## config.mk

```make
export PLATFORM = sky130hd
export DESIGN_NAME = psum_drain_serializer
export DESIGN_NICKNAME = d
export VERILOG_FILES = /design/src/rtl/psum_drain_serializer.sv
export SDC_FILE = /design/constraint.sdc
export NUM_CORES = 1
export LEC_CHECK = 0
export CAP_MARGIN = 40
export CORE_ASPECT_RATIO = 1.5
export CORE_UTILIZATION = 52
export DETAILED_ROUTE_END_ITERATION = 10
export PLACE_DENSITY = 0.76
export SLEW_MARGIN = 20
export SYNTH_ARGS = -nofsm -noshare
export SYNTH_HDL_FRONTEND = slang
export SYNTH_SLANG_ARGS = --single-unit
```

## constraint.sdc

```tcl
create_clock -name clk -period 9.3 [get_ports clk]
set_input_delay 1.86 -clock clk [delete_from_list [all_inputs] [get_ports clk]]
set_output_delay 1.86 -clock clk [all_outputs]
set_load 0.03 [all_outputs]
```

## src/rtl/psum_drain_serializer.sv

```systemverilog
// Snapshot buffer and serializer for the sparse MAC row's partial sums.
// Each psum is shaped on the way out: optional ReLU, then signed saturation down to out_bw.
module psum_drain_serializer #(
    parameter int psum_bw = 20,
    parameter int col     = 4,
    parameter int out_bw  = 16,
    parameter int DEPTH   = 2,
    parameter int RELU_EN = 1
) (
    input  logic                                  clk,
    input  logic                                  reset,
    input  logic                                  capture,
    input  logic [col*psum_bw-1:0]                in_psum_flat,
    output logic                                  cap_ready,
    output logic                                  out_valid,
    input  logic                                  out_ready,
    output logic [out_bw-1:0]                     out_data,
    output logic [((col > 1) ? $clog2(col) : 1)-1:0] out_index,
    output logic                                  out_last,
    output logic                                  overflow_err,
    output logic                                  sat_err
);

    localparam int IDX_W = (col > 1) ? $clog2(col) : 1;
    localparam int PTR_W = (DEPTH > 1) ? $clog2(DEPTH) : 1;
    localparam int CNT_W = $clog2(DEPTH + 1);

    localparam logic [IDX_W-1:0] IDX_LAST = IDX_W'(col - 1);
    localparam logic [CNT_W-1:0] DEPTH_C  = CNT_W'(DEPTH);
    localparam logic [CNT_W-1:0] CNT_ONE  = CNT_W'(1);

    localparam logic signed [psum_bw-1:0] SAT_MAX =
        {{(psum_bw - out_bw + 1){1'b0}}, {(out_bw - 1){1'b1}}};
    localparam logic signed [psum_bw-1:0] SAT_MIN =
        {{(psum_bw - out_bw + 1){1'b1}}, {(out_bw - 1){1'b0}}};

    typedef enum logic {
        IDLE,
        SEND
    } state_t;

    state_t                 state;
    logic [col*psum_bw-1:0] buf_mem [DEPTH];
    logic [PTR_W-1:0]       wr_ptr;
    logic [PTR_W-1:0]       rd_ptr;
    logic [PTR_W-1:0]       rd_ptr_inc;
    logic [CNT_W-1:0]       count;
    logic [CNT_W-1:0]       count_next;
    logic                   out_sat;

    logic                   hs;
    logic                   pop;
    logic                   push;
    logic [col*psum_bw-1:0] src_flat;
    logic [IDX_W-1:0]       src_idx;
    logic [out_bw:0]        shaped;

    function automatic logic [PTR_W-1:0] ptr_inc(input logic [PTR_W-1:0] ptr);
        if (DEPTH == 1) begin
            return '0;
        end
        return ptr + PTR_W'(1);
    endfunction

    // Returns {saturated, value}.
    function automatic logic [out_bw:0] shape(input logic [psum_bw-1:0] raw);
        logic signed [psum_bw-1:0] v;
        v = signed'(raw);
        if (RELU_EN != 0 && v < 0) begin
            v = '0;
        end
        if (v > SAT_MAX) begin
            return {1'b1, SAT_MAX[out_bw-1:0]};
        end
        if (v < SAT_MIN) begin
            return {1'b1, SAT_MIN[out_bw-1:0]};
        end
        return {1'b0, v[out_bw-1:0]};
    endfunction

    assign cap_ready = (count < DEPTH_C);

    // The source mux picks whatever word the output register must hold after this edge.
    // A last-word pop with a single entry left and a capture arriving takes the word straight
    // from the input so back-to-back snapshots leave no gap.
    always_comb begin
        hs         = out_valid & out_ready;
        pop        = hs & out_last;
        push       = capture & cap_ready;
        rd_ptr_inc = ptr_inc(rd_ptr);
        src_flat   = buf_mem[rd_ptr];
        src_idx    = '0;
        if (state == SEND && hs) begin
            if (!out_last) begin
                src_idx = out_index + IDX_W'(1);
            end else if (count > CNT_ONE) begin
                src_flat = buf_mem[rd_ptr_inc];
            end else begin
                src_flat = in_psum_flat;
            end
        end
        shaped = shape(src_flat[int'(src_idx)*psum_bw +: psum_bw]);
    end

    always_comb begin
        count_next = count;
        case ({push, pop})
            2'b10:   count_next = count + CNT_ONE;
            2'b01:   count_next = count - CNT_ONE;
            default: count_next = count;
        endcase
    end

    always_ff @(posedge clk) begin
        if (!reset && push) begin
            buf_mem[wr_ptr] <= in_psum_flat;
        end
    end

    always_ff @(posedge clk) begin
        if (reset) begin
            state        <= IDLE;
            wr_ptr       <= '0;
            rd_ptr       <= '0;
            count        <= '0;
            out_valid    <= 1'b0;
            out_data     <= '0;
            out_index    <= '0;
            out_last     <= 1'b0;
            out_sat      <= 1'b0;
            overflow_err <= 1'b0;
            sat_err      <= 1'b0;
        end else begin
            count <= count_next;
            if (push) begin
                wr_ptr <= ptr_inc(wr_ptr);
            end
            if (capture && !cap_ready) begin
                overflow_err <= 1'b1;
            end
            if (hs && out_sat) begin
                sat_err <= 1'b1;
            end

            case (state)
                IDLE: begin
                    if (count != '0) begin
                        out_valid <= 1'b1;
                        out_data  <= shaped[out_bw-1:0];
                        out_sat   <= shaped[out_bw];
                        out_index <= src_idx;
                        out_last  <= (src_idx == IDX_LAST);
                        state     <= SEND;
                    end
                end
                SEND: begin
                    if (hs) begin
                        if (out_last) begin
                            rd_ptr <= rd_ptr_inc;
                        end
                        if (!out_last || count > CNT_ONE || push) begin
                            out_valid <= 1'b1;
                            out_data  <= shaped[out_bw-1:0];
                            out_sat   <= shaped[out_bw];
                            out_index <= src_idx;
                            out_last  <= (src_idx == IDX_LAST);
                        end else begin
                            out_valid <= 1'b0;
                            out_index <= '0;
                            out_last  <= 1'b0;
                            out_sat   <= 1'b0;
                            state     <= IDLE;
                        end
                    end
                end
                default: state <= IDLE;
            endcase
        end
    end

endmodule

```

==> flow_summary_export.csv, run 1 <==
group,metric,value,unit
routing,drc,0,
routing,detail_route.wl_per_cell,19.9,µm
synthesis,synth_edf_count,160,
synthesis,synth_fp_nets,587,
timing,fin_crit,4.03,ns
cts,cts_buffer_depth,2,
routing,ant_nets,0,
setup_path,cp_data_arrival_time,4.33,ns
power_and_ir_drop,p_int,1460,µW
placement,io_buffers,106,
power_and_ir_drop,seqPwrFrac,52.0,%
placement,hpwl,10600,µm
cts,postCtsHoldBufs,0,
timing,tightestPinTransition,0.752,ns
power_and_ir_drop,peakVddDrop,0.164,mV
setup_path,startpoint_type,"primary input",
cts,cts_tree,"done",
die,rows,54,
synthesis,syn_area_per_cell,15.7,µm²
timing,finalHoldViolations,0,
die,die_area,15600,µm²
power_and_ir_drop,leakage,0.00302,µW
cts,post_cts_resized,0,
cts,htreeDepth,4,
timing,max_slew_margin,49.8,%
timing,rsz0062_at_grt,"false",
setup_path,ff2ff_setup_slack,6.41,ns
power_and_ir_drop,power_frac_clock,37.9,%
die,initial_core_util,53.6,%
die,core-area,14700,µm²
setup_path,rr_startpoint,"count[1]$_SDFFE_PP0P_",
synthesis,synth_cell_types,51,
setup_path,path_class,"in -> reg",
synthesis,synth_area_leaders,"edfxtp_1 61%, dfxtp_1 7.4%, mux2i_1 6.2%",
routing,firstDrtPassIters,7,
routing,vias,4563,
cts,clk_latency,0.43,ns
cts,root_buffer,"clkbuf_16",
routing,drtIter0Drc,281,
final_layout,drive_gt1_share,15.4,%
worst_hold_path,worstHoldPathType,"reg -> reg",
timing,finalMaxSlewViolations,0,
worst_hold_path,min_from,"out_data[5]$_SDFFE_PP0P_",
cts,cts_buffers,17,
die,die_w,102,µm
placement,globalplace.congestion,0.830,
timing,setup_viol,0,
setup_path,cp_max_fo,33,
final_layout,antennaDiodeCount,0,
global_routing,first_global_vias,4644,
synthesis,ys_ff_latch,189,
final_layout,nets,689,
timing,fin_crit_sh,43.3,%
power_and_ir_drop,pwr-share-comb,10.1,%
synthesis,seq_area_frac_synth,68.5,%
timing,max_freq,248,MHz
synthesis,yosysWarnings,0,
job,maxCapViolCount,0,
synthesis,syn-cell-area,7860,µm²
setup_path,crit_start,"out_ready",
timing,fin_skew,0.0102,ns
final_layout,final_cell_mix,"160 x edfxtp_1, 106 x clkdlybuf4s50_1, 49 x mux2i_1",
timing,tns,0,ns
outcome,status,"completed",
die,fp.dieH,153,µm
global_routing,grt_max_degree,52,
global_routing,overflow,0,
cts,post_cts_buffers,0,
global_routing,track_usage,21.8,%
synthesis,synthFlopType,"edfxtp_1",
power_and_ir_drop,switching_share,23.5,%
synthesis,synth_largest_area_cell,"edfxtp_1",
final_layout,utilization,66.3,%
routing,routed_wl,16200,µm
setup_path,crit_required,9.61,ns
synthesis,synth_top_area_share,61.1,%
global_routing,grt_pass1_wl,25000,µm
synthesis,synthArstFlopShare,0,%
final_layout,area_growth,23.6,%
setup_path,cp-end-kind,"register",
cts,clock_sinks,189,
cts,path_clk_slew,0.07,ns
global_routing,antenna_found_initial,0,
routing,viasPerCell,5.63,
die,top_level_ports,107,
synthesis,netlist_instances,500,
power_and_ir_drop,power_switching,448,µW
final_layout,layout_commonest_cell,"edfxtp_1",
power_and_ir_drop,power.density,196,nW/µm²
[routing by layer]
metal	track usage (%)	part of all wire, %	wire, µm
met1	28.2	40	6540
met2	36.6	53	8550
met3	4.91	5.1	827
met4	6.33	1.5	238
met5	0	0	0
[flip-flops by register name, summed over array words and instances (netlist names), 2 cells and up, named ones only]
name	cells
out_data	16
out_index	2
count	2
buf_mem	160
[final timing paths]
| path | cells past startpoint | to |
|---|---|---|
| worst max-delay path | 7 | out_data[11]$_SDFFE_PP0P_ |
| worst min-delay path | 2 | out_data[5]$_SDFFE_PP0P_ |
| worst max register to register | 9 | out_data[11]$_SDFFE_PP0P_ |
| worst min register to register | 2 | out_data[5]$_SDFFE_PP0P_ |
[through the flow]
stage          hold WS [ns]  cells  setup slack, ns  area [µm²]  power [µW]
6_report              0.469    811             5.27        9720        1910
2_1_floorplan         0.455    500            0.744        7860        1110
3_5_place_dp          0.460    779             4.86        9130        1200
4_1_cts               0.469    811             5.30        9720        1920
3_3_place_gp          0.450    773             4.53        9000        1190
5_1_grt               0.484    811             5.11        9720        1970
[cells in the mapped netlist (5+ instances only)]
| cell type | count |
|---|---|
| buf_2 | 7 |
| nand3_1 | 5 |
| o21ai_1 | 16 |
| mux4_2 | 17 |
| mux2i_1 | 49 |
| buf_6 | 6 |
| o211ai_1 | 32 |
| nor2_1 | 16 |
| nand2_1 | 38 |
| a21oi_2 | 10 |
| a21oi_1 | 11 |
| mux2_2 | 16 |
| edfxtp_1 | 160 |
| clkbuf_1 | 14 |
| or2_1 | 15 |
| dfxtp_1 | 29 |
[layout make-up]
class / instances / area [µm²]
repair buffers: 116 / 1220
clock inverters: 14 / 161
well taps: 196 / 245
multi-input cells: 273 / 2250
flip-flops and latches: 189 / 5390
clock buffers: 18 / 429
fillers: 1056 / 4950
inverters: 5 / 18.8
[cell families (layout without fill, tap and decap cells)]
family,after synthesis,after routing,synth area share (%)
fa+ha+maj,3,3,0.477
simple gates,100,100,6.37
buf+inv,38,153,3.12
mux,82,82,13.4
xor+xnor,5,5,0.557
flops,189,189,68.5
compound gates,83,83,7.59
[worst max-delay path, stage by stage]
cell and delay [ns]:
clkdlybuf4s50_1 0.50, and3_1 0.29, and2_4 0.30, a32o_1 0.29, o2111ai_4 0.60, a211oi_2 0.11
a2111oi_2 0.37
[power groups by stage]
stage | Sequential (µW) | Clock [µW] | Combinational (µW)
floorplan | 1030 | 0 | 77.2
global placement | 1010 | 0 | 181
detailed placement | 1010 | 0 | 191
CTS | 991 | 734 | 193
global route | 994 | 767 | 206
finish | 991 | 723 | 192
Power figures use the tool's default switching activity.
==> run 2, diff against run 1 <==
--- a/config.mk
+++ b/config.mk
@@ -7,9 +7,9 @@
 export LEC_CHECK = 0
 export CAP_MARGIN = 40
 export CORE_ASPECT_RATIO = 1.5
-export CORE_UTILIZATION = 52
+export CORE_UTILIZATION = 49
 export DETAILED_ROUTE_END_ITERATION = 10
-export PLACE_DENSITY = 0.76
+export PLACE_DENSITY = 0.75
 export SLEW_MARGIN = 20
 export SYNTH_ARGS = -nofsm -noshare
 export SYNTH_HDL_FRONTEND = slang
==> constraint.sdc (replaced) <==
create_clock -name clk -period 3.7 [get_ports clk]
set_input_delay 0.74 -clock clk [delete_from_list [all_inputs] [get_ports clk]]
set_output_delay 0.74 -clock clk [all_outputs]
set_load 0.03 [all_outputs]
==> run 2 against run 1 <==
  * Clock skew decreased by 0.0023 ns
  * Combinational power increased by 150%
  * Flip-flop and latch count unchanged
  * Hold slack got worse by 0.018 ns
  * Non-clock buffer count increased by 1
  * Critical endpoint is now out_data[5]$_SDFFE_PP0P_
==> flow_summary_export.csv, run 2 (synthesis results as in run 1) <==
group,metric,value,unit
outcome,status,"completed",
die,core-area,15700,µm²
routing,routed_wl,15800,µm
setup_path,crit_start,"out_ready",
cts,cts_tree,"done",
routing,drtIter0Drc,277,
timing,max_slew_margin,46.1,%
timing,tns,0,ns
setup_path,crit_required,3.98,ns
final_layout,final_cell_mix,"160 x edfxtp_1, 106 x clkdlybuf4s50_1, 49 x mux2i_1",
setup_path,path_class,"in -> reg",
timing,layout_setup_ws,1.05,ns
placement,hpwl,10100,µm
setup_path,critPathMaxStageDelay,0.57,ns
cts,clock_sinks,189,
cts,htreeDepth,4,
job,maxCapViolCount,0,
placement,globalplace.congestion,0.771,
routing,viasPerCell,5.66,
final_layout,largest_reg_flops,160,
die,fp.dieH,157,µm
global_routing,antenna_found_initial,0,
cts,cts_buffer_depth,2,
setup_path,worst_path_dominant_cell_family,"buffers and inverters",
final_layout,drive_gt1_share,15.3,%
routing,firstDrtPassIters,4,
timing,tightestPinTransition,0.805,ns
worst_hold_path,min_from,"out_data[12]$_SDFFE_PP0P_",
cts,path_clk_slew,0.07,ns
global_routing,grt_pass1_wl,24800,µm
final_layout,area_growth,22.5,%
global_routing,overflow,0,
final_layout,nets,690,
global_routing,first_global_vias,4742,
setup_path,r2r_end,"out_data[6]$_SDFFE_PP0P_",
die,top_level_ports,107,
final_layout,layout_commonest_cell,"edfxtp_1",
setup_path,cp.depth,8,
worst_hold_path,worstHoldPathType,"reg -> reg",
routing,ant_nets,0,
die,initial_core_util,50.1,%
power_and_ir_drop,leakage,0.00299,µW
power_and_ir_drop,peakVddDrop,0.295,mV
timing,rsz0062_at_grt,"false",
timing,max_freq,378,MHz
cts,postCtsHoldBufs,0,
final_layout,fin_cells,819,
power_and_ir_drop,power.density,481,nW/µm²
cts,cts_buffers,17,
final_layout,reg_top3,"buf_mem: 160 flops, out_data: 16 flops",
timing,finalHoldViolations,0,
placement,place_inst,787,
cts,root_buffer,"clkbuf_16",
setup_path,ff2ff_path_depth,7,
placement,post-place-ws,0.649,ns
setup_path,startpoint_type,"primary input",
placement,io_buffers,106,
setup_path,ff2ff_setup_slack,1.20,ns
timing,fin_crit_sh,71.5,%
cts,post_cts_resized,0,
timing,fin_crit,2.65,ns
setup_path,critPathBufInv,2,
timing,finalMaxSlewViolations,0,
routing,drc,0,
setup_path,cp-end-kind,"register",
die,die_area,16600,µm²
die,rows,56,
setup_path,crit_slowest_cell,"clkdlybuf4s50_1",
global_routing,grt_max_degree,81,
setup_path,path_cells,"clkdlybuf4s50_1, nand4b_1, nor2_4, buf_4, mux4_2, or2_1, a21oi_2, o21ai_1",
setup_path,cp_data_arrival_time,2.93,ns
routing,vias,4632,
die,die_w,105,µm
cts,clk_latency,0.42,ns
setup_path,cp_max_fo,29,
final_layout,top_register,"buf_mem",
global_routing,track_usage,19.9,%
timing,fin_skew,0.00787,ns
routing,detail_route.wl_per_cell,19.3,µm
final_layout,antennaDiodeCount,0,
setup_path,endpoint,"out_data[5]$_SDFFE_PP0P_",
cts,post_cts_buffers,0,
timing,setup_viol,0,
-- run 2: cell count changes in the layout (fill, tap and decap cells not counted), moves of 2 or more --
| cell | before | now |
|---|---|---|
| buf_16 | 3 | 0 |
| buf_4 | 5 | 9 |
| bufinv_16 | 2 | 0 |
| clkinv_2 | 1 | 4 |
| clkinv_4 | 6 | 0 |
| inv_6 | 2 | 5 |
-- run 2: report_power, final --
part | leakage, µW | total (µW) | internal (µW) | switching [µW]
clock network | 0.000269 | 1670 | 877 | 791
registers | 0.00170 | 2490 | 2440 | 55.7
logic | 0.00102 | 475 | 216 | 260
total | 0.00299 | 4630 | 3530 | 1110
-- run 2: worst min-delay path by stage --
| stage | depth (start not counted) | slack, ns | end |
|---|---|---|---|
| 2_1_floorplan | 2 | 0.46 | out_sat$_SDFFE_PP0P_ |
| 3_3_place_gp | 2 | 0.44 | out_data[12]$_SDFFE_PP0P_ |
| 3_5_place_dp | 2 | 0.44 | out_data[12]$_SDFFE_PP0P_ |
| 4_1_cts | 2 | 0.45 | out_data[12]$_SDFFE_PP0P_ |
| 5_1_grt | 2 | 0.47 | out_data[5]$_SDFFE_PP0P_ |
| 6_report | 2 | 0.45 | out_data[12]$_SDFFE_PP0P_ |
-- run 2: layout make-up --
class	count	area [µm²]
clock buffer	18	429
clock inverter	14	109
fill	1215	6060
inverter	5	18.8
multi-input combinational	273	2260
sequential	189	5390
tap	203	254
timing repair buffer	117	1170
-- run 2: worst reg2reg max path, stage by stage, from the launching register on --
cell       delay (ns)
dfxtp_4          0.73
mux4_2           0.59
or2_1            0.24
a21oi_2          0.19
o2111ai_4        0.15
buf_4            0.25
a21oi_2          0.15
o21ai_1          0.07
-- run 2: metal layers --
layer	track usage, %	part of all wire, %
met1	24.7	40
met4	8.58	2.4
met5	0	0
met3	3.73	5.2
met2	34.2	53
-- run 2: through the flow --
stage | hold slack (ns) | utilization (%) | area, µm² | total power (µW)
after floorplan | 0.456 | - | 7890 | 2770
after global placement | 0.436 | 57.9 | 9090 | 2990
after detailed placement | 0.442 | 57.9 | 9090 | 3010
after CTS | 0.453 | 61.4 | 9630 | 4670
after global routing | 0.469 | 61.4 | 9630 | 4790
final | 0.451 | 61.4 | 9630 | 4630
